File: src/rtl/inst_prefetch_queue.sv
// Instruction prefetch queue: one byte pushed per cycle, 1..PEEK bytes retired per pull, single-cycle flush.
// Outputs depend only on registered state; overrun/underrun pulse for the cycle after a rejected request.
module inst_prefetch_queue #(
  parameter int DATA_W = 8,
  parameter int DEPTH  = 16,
  parameter int PEEK   = 3
) (
  input  logic                       clk,
  input  logic                       queue_reset_n,
  input  logic                       queue_flush,
  input  logic [DATA_W-1:0]          queue_in,
  input  logic                       queue_push,
  input  logic                       queue_pull,
  input  logic [$clog2(PEEK+1)-1:0]  queue_pull_len,
  output logic [PEEK*DATA_W-1:0]     queue_out,
  output logic [$clog2(DEPTH+1)-1:0] queue_count,
  output logic                       queue_empty,
  output logic                       queue_full,
  output logic                       queue_overrun,
  output logic                       queue_underrun
);

  localparam int PW = $clog2(DEPTH);
  localparam int CW = $clog2(DEPTH + 1);
  localparam int LW = $clog2(PEEK + 1);
  localparam logic [CW-1:0] DEPTH_C = CW'(DEPTH);
  localparam logic [LW-1:0] PEEK_C  = LW'(PEEK);

  logic [DATA_W-1:0] storage [DEPTH];
  logic [PW-1:0]     ptr_s;
  logic [PW-1:0]     ptr_e;
  logic [CW-1:0]     count;
  logic              overrun;
  logic              underrun;

  logic              push_acc;
  logic              pull_req;
  logic              pull_ok;
  logic              pull_rej;
  logic [CW-1:0]     pull_amt;
  logic [CW-1:0]     count_next;
  logic [PW-1:0]     ptr_s_next;

  always_comb begin
    push_acc   = queue_push && (count != DEPTH_C);
    pull_req   = queue_pull && (queue_pull_len != '0);
    pull_ok    = pull_req && (queue_pull_len <= PEEK_C) && (CW'(queue_pull_len) <= count);
    pull_rej   = pull_req && !pull_ok;
    pull_amt   = pull_ok ? CW'(queue_pull_len) : '0;
    // A push is only accepted below DEPTH, so count+push never exceeds DEPTH and CW bits suffice.
    count_next = count + CW'(push_acc) - pull_amt;
    ptr_s_next = ptr_s + PW'(pull_amt);
  end

  always_ff @(posedge clk) begin
    if (!queue_reset_n) begin
      ptr_s    <= '0;
      ptr_e    <= '0;
      count    <= '0;
      overrun  <= 1'b0;
      underrun <= 1'b0;
    end else if (queue_flush) begin
      ptr_s    <= '0;
      ptr_e    <= '0;
      count    <= '0;
      overrun  <= 1'b0;
      underrun <= 1'b0;
    end else begin
      if (push_acc)
        ptr_e <= ptr_e + PW'(1);
      ptr_s    <= ptr_s_next;
      count    <= count_next;
      overrun  <= queue_push && !push_acc;
      underrun <= pull_rej;
    end
  end

  always_ff @(posedge clk) begin
    if (queue_reset_n && !queue_flush && push_acc)
      storage[ptr_e] <= queue_in;
  end

  // Bytes beyond the current occupancy read as zero so stale storage never reaches the decoder.
  always_comb begin
    queue_out = '0;
    for (int i = 0; i < PEEK; i++) begin
      if (CW'(i) < count)
        queue_out[i*DATA_W +: DATA_W] = storage[ptr_s + PW'(i)];
    end
  end

  assign queue_count    = count;
  assign queue_empty    = (count == '0);
  assign queue_full     = (count == DEPTH_C);
  assign queue_overrun  = overrun;
  assign queue_underrun = underrun;

endmodule

File: config.mk
export PLATFORM = sky130hd
export DESIGN_NAME = inst_prefetch_queue
export DESIGN_NICKNAME = d
export VERILOG_FILES = /design/src/rtl/inst_prefetch_queue.sv
export SDC_FILE = /design/constraint.sdc
export NUM_CORES = 1
export LEC_CHECK = 0
export CELL_PAD_IN_SITES_DETAIL_PLACEMENT = 2
export CELL_PAD_IN_SITES_GLOBAL_PLACEMENT = 2
export CORE_ASPECT_RATIO = 0.7
export CORE_UTILIZATION = 30
export DETAILED_ROUTE_END_ITERATION = 10
export PLACE_DENSITY = 0.67
export SLEW_MARGIN = 20
export SYNTH_ARGS = -nofsm -noshare
export SYNTH_HDL_FRONTEND = slang
export SYNTH_SLANG_ARGS = --single-unit
File: constraint.sdc
create_clock -name clk -period 3.7 [get_ports clk]
set_input_delay 0.925 -clock clk [delete_from_list [all_inputs] [get_ports clk]]
set_output_delay 0.925 -clock clk [all_outputs]
set_load 0.1 [all_outputs]
-- Yosys cells after proc, flatten, opt, wreduce, memory -nomap -nowiden
Memories as Yosys holds them, arrays and structs flattened. A register that Yosys moved wholly into a read port is not among the register bits.
Cells that the tools add are included.
- flip-flop bits (word level): 15
- bits in latches: 0
- memory bits (writable): 128
- memory bits (read-only): 0
- input port bits: 15
- output and inout bits: 33
- word-level logic and storage cells: 41
- memories kept: 1
- memory list (name ; words ; bits a word ; read ports ; clocked after memory_dff ; wr ports ; RTL line ; RTL):
    storage ; 16 ; 8 ; 3 ; 1 ; 1 ; 29 ; logic [DATA_W-1:0] storage [DEPTH];
- add/sub/neg operators: 6
- multiply operators: 0
- divide/modulo/power cells: 0
- order comparisons: 5
- eq/ne operators: 2
- shift-type cells: 0
- muxes and demuxes: 7
- bitwise gates (word level): 1
- reductions and logical operators: 14
- operator list (kind ; count):
    two-way mux 8 bit ; 3
    < comparator 1 x 5 -> 1 bit, first input constant ; 2
    adder 4 x 1 -> 4 bit, second input constant ; 2
    logical AND 1 bit ; 8
    adder 5 x 1 -> 5 bit ; 1
    equality test 5 bit, second input constant ; 1
    less-or-equal comparator 2 x 5 -> 1 bit ; 1
    zero test 5 bit ; 1
    < comparator 2 x 5 -> 1 bit, first input constant ; 1
    inequality test 5 bit, second input constant ; 1
    subtractor 5 x 2 -> 5 bit ; 1
    adder 4 x 2 -> 4 bit ; 1
    adder 4 x 2 -> 4 bit, second input constant ; 1
    two-way mux 4 bit ; 1
    zero test 1 bit ; 3
    less-or-equal comparator 2 bit, second input constant ; 1
    two-way mux 1 bit ; 2
    two-way mux 2 bit ; 1
    nonzero test 2 bit ; 1
    OR reduction 2 bit ; 1
    inverter 1 bit ; 1

-- Logic depth before layout (Yosys ltp)
Gate-level depths: netlist (run 1).
- depth in word-level cells: 7
- mapped depth: 14
- mapped depth without buffers: 14

-- Least setup slack after synthesis (run 1)
Ideal clock, no wire load.
- path type: register to output
- start point: register count[2], in the netlist queue_count[2]
- end point: output port queue_empty
- arrival: 4.209 ns
- data required time: 2.775 ns
- setup slack: -1.434 ns
- cell stages (with the launch flop): 4
- path buffers: 0
- cell sequence: dfxtp_1 -> inv_1 -> ha_1 -> nor4b_1
- longest elaborated chain between the ends: 1
- ends and longest elaborated chain (what ; RTL line ; RTL):
    start: declaration ; 32 ; logic [CW-1:0] count;
    start signal: assignment ; 72 ; count <= count_next;
    zero test 5 bit ; 93 ; assign queue_empty = (count == '0);
    end: declaration ; 17 ; output logic queue_empty,
Every way passes these cells.

==> results of run 1 <==
==> power by group <==
| part | switching [W] | internal, W | total (W) |
|---|---|---|---|
| sequential | 0.0000438 | 0.00179 | 0.00184 |
| clock | 0.000713 | 0.000987 | 0.00170 |
| combinational | 0.00239 | 0.00129 | 0.00368 |
==> flip-flops by register name (all words and copies together) (netlist names) <==
name,cells
ptr_s,4
storage,128
ptr_e,4
queue_underrun,1
queue_count,5
queue_overrun,1
==> layer usage <==
layer	share of wire, %	up-vias	global-route usage, %
li1	-	2166	-
met1	46	2785	27.43
met2	48	168	30.56
met3	5.4	32	4.196
met4	1.4	0	5.834
met5	0	-	0
==> worst min-delay path by stage <==
| stage | slack, ps | cells after the start | from | to |
|---|---|---|---|---|
| floorplan | 480 | 2 | ptr_e[1] | ptr_e[1] |
| global placement | 500 | 2 | ptr_e[1] | ptr_e[1] |
| detailed placement | 520 | 2 | ptr_e[1] | ptr_e[1] |
| CTS | 530 | 2 | ptr_e[1] | ptr_e[1] |
| global route | 570 | 2 | ptr_e[1] | ptr_e[1] |
| finish | 530 | 2 | ptr_e[1] | ptr_e[1] |
==> worst max-delay path, delay by kind of cell, from the launching register on <==
kind                   cells  cell delay, ps
multiplexers               2             720
buffers and inverters      2             430
AND/OR/NAND/NOR            1             430
flip-flops                 1             420
AO/OA/AOI/OAI              1             250
==> final cells by class <==
class                           instances  area, µm²  area share (%)
Sequential cell                       143       4153           41.15
Multi-Input combinational cell        273       3627           35.95
Timing Repair Buffer                   96       1161           11.51
Tap cell                              357      446.7           4.427
Clock buffer                           17      425.4           4.216
Clock inverter                         15      146.4           1.451
Inverter                               35      131.4           1.302
==> metrics by stage <==
step	hold WS [ps]	instance area, µm²	TNS, ps	instances	total power [W]
6_report	528.4	10090	0	936	0.007217
5_1_grt	569.3	10090	0	936	0.007448
4_1_cts	531.9	10010	-149.6	932	0.007235
3_5_place_dp	522.6	9341	-278.0	896	0.005486
3_3_place_gp	504.6	9341	-14.20	896	0.005434
2_1_floorplan	481.7	8077	-411.3	480	0.004193
==> Yosys cell counts (2+ instances only) <==
library cell    n
a21oi_1        11
a221o_1        14
a22o_1          6
a22oi_1         8
buf_2          11
buf_4           3
buf_6           3
clkbuf_1        4
clkbuf_8        6
dfxtp_1        15
edfxtp_1      128
fa_1            2
ha_1           18
inv_1          35
mux2i_1         8
mux4_1          8
mux4_2         86
nand2_1        20
nand2b_1        6
nand3_1         4
nor2_1         30
nor2b_1         2
nor3_1          8
nor3_2          2
nor3b_1         2
o21ai_0         2
o21ai_1         2
o221ai_1        8
or3_1           2
xnor2_1         5
xor2_1          3
==> cell families after synthesis <==
group           synth area share (%)
xor+xnor                       1.222
compound gates                 5.594
buf+inv                        4.560
flops                          51.90
mux                            27.89
fa+ha+maj                      3.322
simple gates                   5.516
==> what timing repair did <==
| item | CTS | global route |
|---|---|---|
| resized for setup | 9 | 7 |
| hold buffers | 0 | 0 |
| cloned | 1 | 1 |
| setup endpoints to repair | 22 | 13 |
| buffers inserted | 3 | 3 |
| pin swaps | 1 | 1 |
==> results.cfg, run 1 <==
[run_status]
status = finished clean

[floorplanning]
core_um2 = 25930
rows = 49
die_area_um2 = 27280
die_x_um = 197
start_util_pct = 30.79
pin_count = 48
die_h_um = 138.5

[sta]
grt_setup_unrepaired = no
setup_viol = 0
max_slew_margin_pct = 34.60
finalCritPeriodShare_pct = 98.95
final_hold_viol_count = 0
finClkSkew_ps = 10.32
setup_ws_ps = 39.02
tightest_slew_ps = 977.9
drv_slew = 0
min_period_ps = 3661
fmax_ghz = 0.2732

[placement]
gp_congestion = 0.9008
post-place-ws_ps = -252.7
portBuffers = 47
dpl.hpwl_mm = 17.28

[logic_synthesis]
synth_async_sr_flop_share_pct = 0
yosysUniqueCellTypes = 49
ys_seq_area_share_pct = 51.90
ys_top_cells_by_area = edfxtp_1, mux4_2, dfxtp_1
synth_seq_cells = 143
syn_nets = 515
yosysWarnings = 0
avgSynthCellArea_um2 = 16.64
syn_area_um2 = 7985
synth_area_leader_cell = edfxtp_1
synth_top_area_share_pct = 48.14
synth_flop_cell = edfxtp_1
synth-edff-count = 128
synthesis.instances = 480

[routing]
drt_iter0_markers = 435
ant_nets = 0
routed_wirelength_mm = 25.51
drc = 0
vias = 5151
drt-pass1-iter-count = 5
avgRoutedWirePerCell_um = 27.25
viasPerCell = 5.503

[setup_path]
crit_end = queue_out[4]
cp_slowest_cell = mux4_2
cp_max_fo = 42
cp.arrival_ps = 2740
cp_slowest_stage_delay_ps = 550
r2r_setup_slack_ps = 530
worstSetupPathType = reg2out
cp-end-kind = output pin
crit_chain = buf_16 -> mux2i_1 -> mux4_2 -> nor3_1 -> a221o_1 -> buf_12
worstReg2RegEnd = queue_count[4]
critPathLaunchType = flip-flop
required_ps = 2770
critPathLaunch = ptr_s[0]
rr_worst_depth = 14
timing.rr.start = queue_count[1]

[layout]
drive_above_1_share_pct = 39.38
post-route-util_pct = 38.91
fillers = 2498
final_nets = 601
antenna_cells = 0
layout_commonest_cell = edfxtp_1
final_cell_mix = edfxtp_1, mux4_2, buf_4
syn_to_final_growth_pct = 26.37

[run]
drv_cap = 0

[global_route]
grt-ovfl-total = 0
grt_max_degree = 43
grt.total_usage_pct = 19.58
antenna_found_initial = 0
grt_pass1_wl_mm = 37.92
grt_pass1_vias = 5649

[power_and_ir_drop]
power_leakage_nw = 3.285
power_density_nw_per_um2 = 715.2
ir_drop_mv = 0.3298

[clock_tree]
clkSlewWorstSetupHoldPaths_ps = 60
cts.sinks = 143
numCtsBuffers = 17
clock-root-buffer = clkbuf_16
clockBufferDepth = 2
cts_max_level = 4
insertion_delay_ps = 430
cts_tree = built

[hold_path]
hold_path.class = reg2reg
(Power assumes the default switching activity.)
==> inputs of run 2 (changes only) <==
- CORE_UTILIZATION: 30 -> 45
- PLACE_DENSITY: 0.67 -> 0.9
==> results.cfg, run 2 (synthesis gave the netlist of run 1 again) <==
[run_status]
status = finished, violations left
violations = setup timing

[setup_path]
crit_end = queue_out[16]
cp-end-kind = output pin
worstReg2RegEnd = queue_count[4]
rr_worst_depth = 14
cp.arrival_ps = 2830
timing.rr.start = queue_count[1]
critPathLaunchType = flip-flop
critPathLaunch = ptr_s[3]
required_ps = 2770
r2r_setup_slack_ps = 220
worstSetupPathType = reg2out
cp_max_fo = 9

[clock_tree]
cts_max_level = 4
cts_tree = built
cts.sinks = 143
ctsHoldBuffers = 0
clkSlewWorstSetupHoldPaths_ps = 60
numCtsBuffers = 17
clockBufferDepth = 2
insertion_delay_ps = 440
clock-root-buffer = clkbuf_16

[routing]
drt_iter0_markers = 749
drt-pass1-iter-count = 5
routed_wirelength_mm = 30.01
vias = 5620
ant_nets = 0
avgRoutedWirePerCell_um = 37.24
viasPerCell = 6.973
drc = 0

[sta]
fmax_ghz = 0.2661
max_slew_margin_pct = 32.44
final_hold_viol_count = 0
finalCritPeriodShare_pct = 101.6
final.setup.tns_ps = -135.2
setup_ws_ps = -57.46
min_period_ps = 3757
grt_setup_unrepaired = yes
drv_slew = 0
setup_viol = 3
tightest_slew_ps = 1010
finClkSkew_ps = 9.119

[layout]
fin_cells = 806
final_nets = 597
layout_commonest_cell = edfxtp_1
drive_above_1_share_pct = 40.00
antenna_cells = 0
final_cell_mix = edfxtp_1, mux4_2, buf_4
largest_reg_flops = 128
regMostFlops = storage
fillers = 1451
syn_to_final_growth_pct = 24.69
post-route-util_pct = 57.67

[global_route]
grt.total_usage_pct = 33.69
grt_max_degree = 85
antenna_found_initial = 1
grt-ovfl-total = 0
grt_pass1_vias = 6043
grt_pass1_wl_mm = 42.53

[placement]
dp_cells = 764
gp_congestion = 0.8527
dpl.hpwl_mm = 18.79
portBuffers = 47

[floorplanning]
pin_count = 48
core_um2 = 17270
die_h_um = 113.5
die_area_um2 = 18290
die_x_um = 161.2
rows = 40
start_util_pct = 46.25

[power_and_ir_drop]
power.total_w = 0.007437
power_leakage_nw = 3.284
power_density_nw_per_um2 = 746.9
ir_drop_mv = 0.5214

[hold_path]
hold_path.class = reg2reg

[run]
drv_cap = 0
-- run 2: final cells by class --
cell class	instances	area (µm²)	area share [%]
repair buffers	92	1147	11.52
inverters	35	131.4	1.319
multi-input cells	273	3657	36.73
well taps	231	289.0	2.903
clock buffers	22	464.2	4.662
clock inverters	10	115.1	1.156
flip-flops and latches	143	4153	41.71
-- run 2: timing repair --
action,4_1_cts,5_1_grt
pin swaps,1,2
setup buffers,4,3
setup endpoints to repair,24,17
cloned,1,2
resized for setup,16,8
endpoints found under the hold margin,0,0
-- run 2: per-layer routing --
| metal | GRT usage [%] | share of wire (%) | vias up |
|---|---|---|---|
| li1 | - | - | 2160 |
| met1 | 43.15 | 37 | 2983 |
| met2 | 55.46 | 50 | 408 |
| met3 | 9.091 | 10 | 67 |
| met4 | 12.70 | 2.4 | 2 |
| met5 | 0 | 0.043 | - |
-- run 2: critical path, cell delays in order (launching register included) --
cell and delay (ps):
dfxtp_1 750, xnor2_1 220, o21bai_1 320, nor2_2 520, a221o_1 370, buf_12 200
-- run 2: where the power goes --
part	leakage, nW	internal [W]	switching [W]
Sequential	1.28	0.00179	0.0000534
Clock	0.276	0.00103	0.000726
Combinational	1.73	0.00131	0.00253
Total	3.28	0.00413	0.00331
-- run 2: metrics by stage --
| step | instance area, µm² | hold WS (ps) | setup WS (ps) |
|---|---|---|---|
| after global routing | 9957 | 670.4 | -98.21 |
| after detailed placement | 9139 | 590.6 | -368.3 |
| final | 9957 | 624.0 | -57.46 |
| after global placement | 9139 | 513.2 | -0.09504 |
| after CTS | 9842 | 625.0 | 8.263 |
| after floorplan | 8077 | 481.7 | -64.66 |
-- run 2: worst min path at each step --
stage	startpoint	end	slack, ps	cells past startpoint
floorplan	ptr_e[1]	ptr_e[1]	480	2
global placement	ptr_e[1]	ptr_e[1]	510	2
detailed placement	ptr_e[1]	ptr_e[1]	590	2
CTS	ptr_e[1]	ptr_e[1]	630	2
global route	ptr_e[1]	ptr_e[1]	670	2
finish	ptr_e[1]	ptr_e[1]	620	2
==> inputs of run 3 (changes only) <==
- PLACE_DENSITY: 0.9 -> unset
- PLACE_DENSITY_LB_ADDON: unset -> 0.1
==> results.cfg, run 3 (synthesis gave the netlist of run 1 again) <==
[sta]
tightest_slew_ps = 982.2
setup_ws_ps = 81.37
setup_viol = 0
finalCritPeriodShare_pct = 97.80
drv_slew = 0
final.setup.tns_ps = 0
finClkSkew_ps = 10.26
fmax_ghz = 0.2763
max_slew_margin_pct = 34.32
final_hold_viol_count = 0
min_period_ps = 3619

[setup_path]
cp-end-kind = output pin
required_ps = 2770
cp.arrival_ps = 2690
cp_max_fo = 22
worstSetupPathType = reg2out
critPathLaunchType = flip-flop
rr_worst_depth = 14

[placement]
dpl.hpwl_mm = 17.47
dpl_cell_area_um2 = 9189
portBuffers = 47
post-place-ws_ps = -306.5
gp_congestion = 0.8268

[routing]
drt-pass1-iter-count = 5
avgRoutedWirePerCell_um = 31.45
drc = 0
vias = 5212
ant_nets = 0
drt_iter0_markers = 450
viasPerCell = 6.450
routed_wirelength_mm = 25.42

[clock_tree]
clkSlewWorstSetupHoldPaths_ps = 70
ctsHoldBuffers = 0
clockBufferDepth = 2
cts.sinks = 143
numCtsBuffers = 17
clock-root-buffer = clkbuf_16
cts_max_level = 4
cts_tree = built
insertion_delay_ps = 440

[floorplanning]
start_util_pct = 46.25
die_h_um = 113.5
pin_count = 48
die_x_um = 161.2
core_um2 = 17270
rows = 40
die_area_um2 = 18290

[layout]
antenna_cells = 0
syn_to_final_growth_pct = 24.13
finalInstanceArea_um2 = 9912
largest_reg_flops = 128
post-route-util_pct = 57.41
regMostFlops = storage
layout_commonest_cell = edfxtp_1
drive_above_1_share_pct = 38.30
final_nets = 599
final_cell_mix = edfxtp_1, mux4_2, buf_4

[power_and_ir_drop]
power_leakage_nw = 3.288
ir_drop_mv = 0.4757
power_density_nw_per_um2 = 727.4

[hold_path]
hold_path.class = reg2reg
hold_depth = 2

[run_status]
status = finished clean

[global_route]
grt-ovfl-total = 0
antenna_found_initial = 0
grt_max_degree = 43
grt_pass1_wl_mm = 38.00
grt_pass1_vias = 5779
grt.total_usage_pct = 29.77

[run]
drv_cap = 0
-- run 3: cell types whose count changed in the layout (fill, tap and decap cells not counted), moves of 2 or more --
cell | previous run | this run
ha_1 | 15 | 17
clkinvlp_4 | 3 | 1
bufinv_16 | 2 | 0
inv_4 | 0 | 2
a22oi_1 | 2 | 7
buf_4 | 43 | 46
ha_2 | 2 | 0
buf_12 | 26 | 28
nor2_2 | 4 | 2
a22oi_2 | 6 | 1
-- run 3: report_power, final --
group          internal, W  total [W]  leakage [nW]  switching, W
combinational      0.00131    0.00369          1.72       0.00237
clock              0.00101    0.00168         0.290      0.000671
sequential         0.00179    0.00184          1.28     0.0000471
-- run 3: final cells by class --
| cell class | count | area, µm² |
|---|---|---|
| clock buffers | 25 | 539.3 |
| clock inverters | 7 | 47.55 |
| fillers | 1450 | 7355 |
| inverters | 35 | 131.4 |
| multi-input cells | 273 | 3606 |
| flip-flops and latches | 143 | 4153 |
| well taps | 231 | 289.0 |
| repair buffers | 94 | 1146 |
-- run 3: what timing repair did --
action	in CTS	in global routing
gates cloned	1	0
resized for setup	6	5
buffers inserted	3	3
pin swaps	0	0
setup endpoints to repair	21	15
-- run 3: worst paths after layout --
| kind | end | slack, ps | startpoint |
|---|---|---|---|
| worst max-delay path | queue_out[10] | 80 | ptr_s[0] |
| worst min-delay path | ptr_e[1] | 570 | ptr_e[1] |
| worst max register to register | queue_count[4] | 370 | queue_count[1] |
| worst min register to register | ptr_e[1] | 570 | ptr_e[1] |
-- run 3: per-layer routing --
layer	global-route usage [%]	vias up	wire length, µm
li1	-	2162	-
met1	39.22	2785	10550
met2	49.31	221	12720
met3	6.982	44	1608
met4	9.686	0	538
met5	0	-	0
-- run 3: critical path, stage by stage (launching register included) --
cell and delay (ps):
dfxtp_4 380, ha_1 360, buf_12 220, mux4_2 520, a22oi_1 360, o221ai_4 190, buf_12 200
-- run 3: per-stage QoR --
| stage | instances | hold slack (ps) | power [W] |
|---|---|---|---|
| 2_1_floorplan | 480 | 481.7 | 0.004193 |
| 3_3_place_gp | 769 | 511.9 | 0.005359 |
| 3_5_place_dp | 769 | 552.9 | 0.005452 |
| 4_1_cts | 805 | 569.2 | 0.007179 |
| 5_1_grt | 808 | 590.1 | 0.007408 |
| 6_report | 808 | 567.3 | 0.007210 |
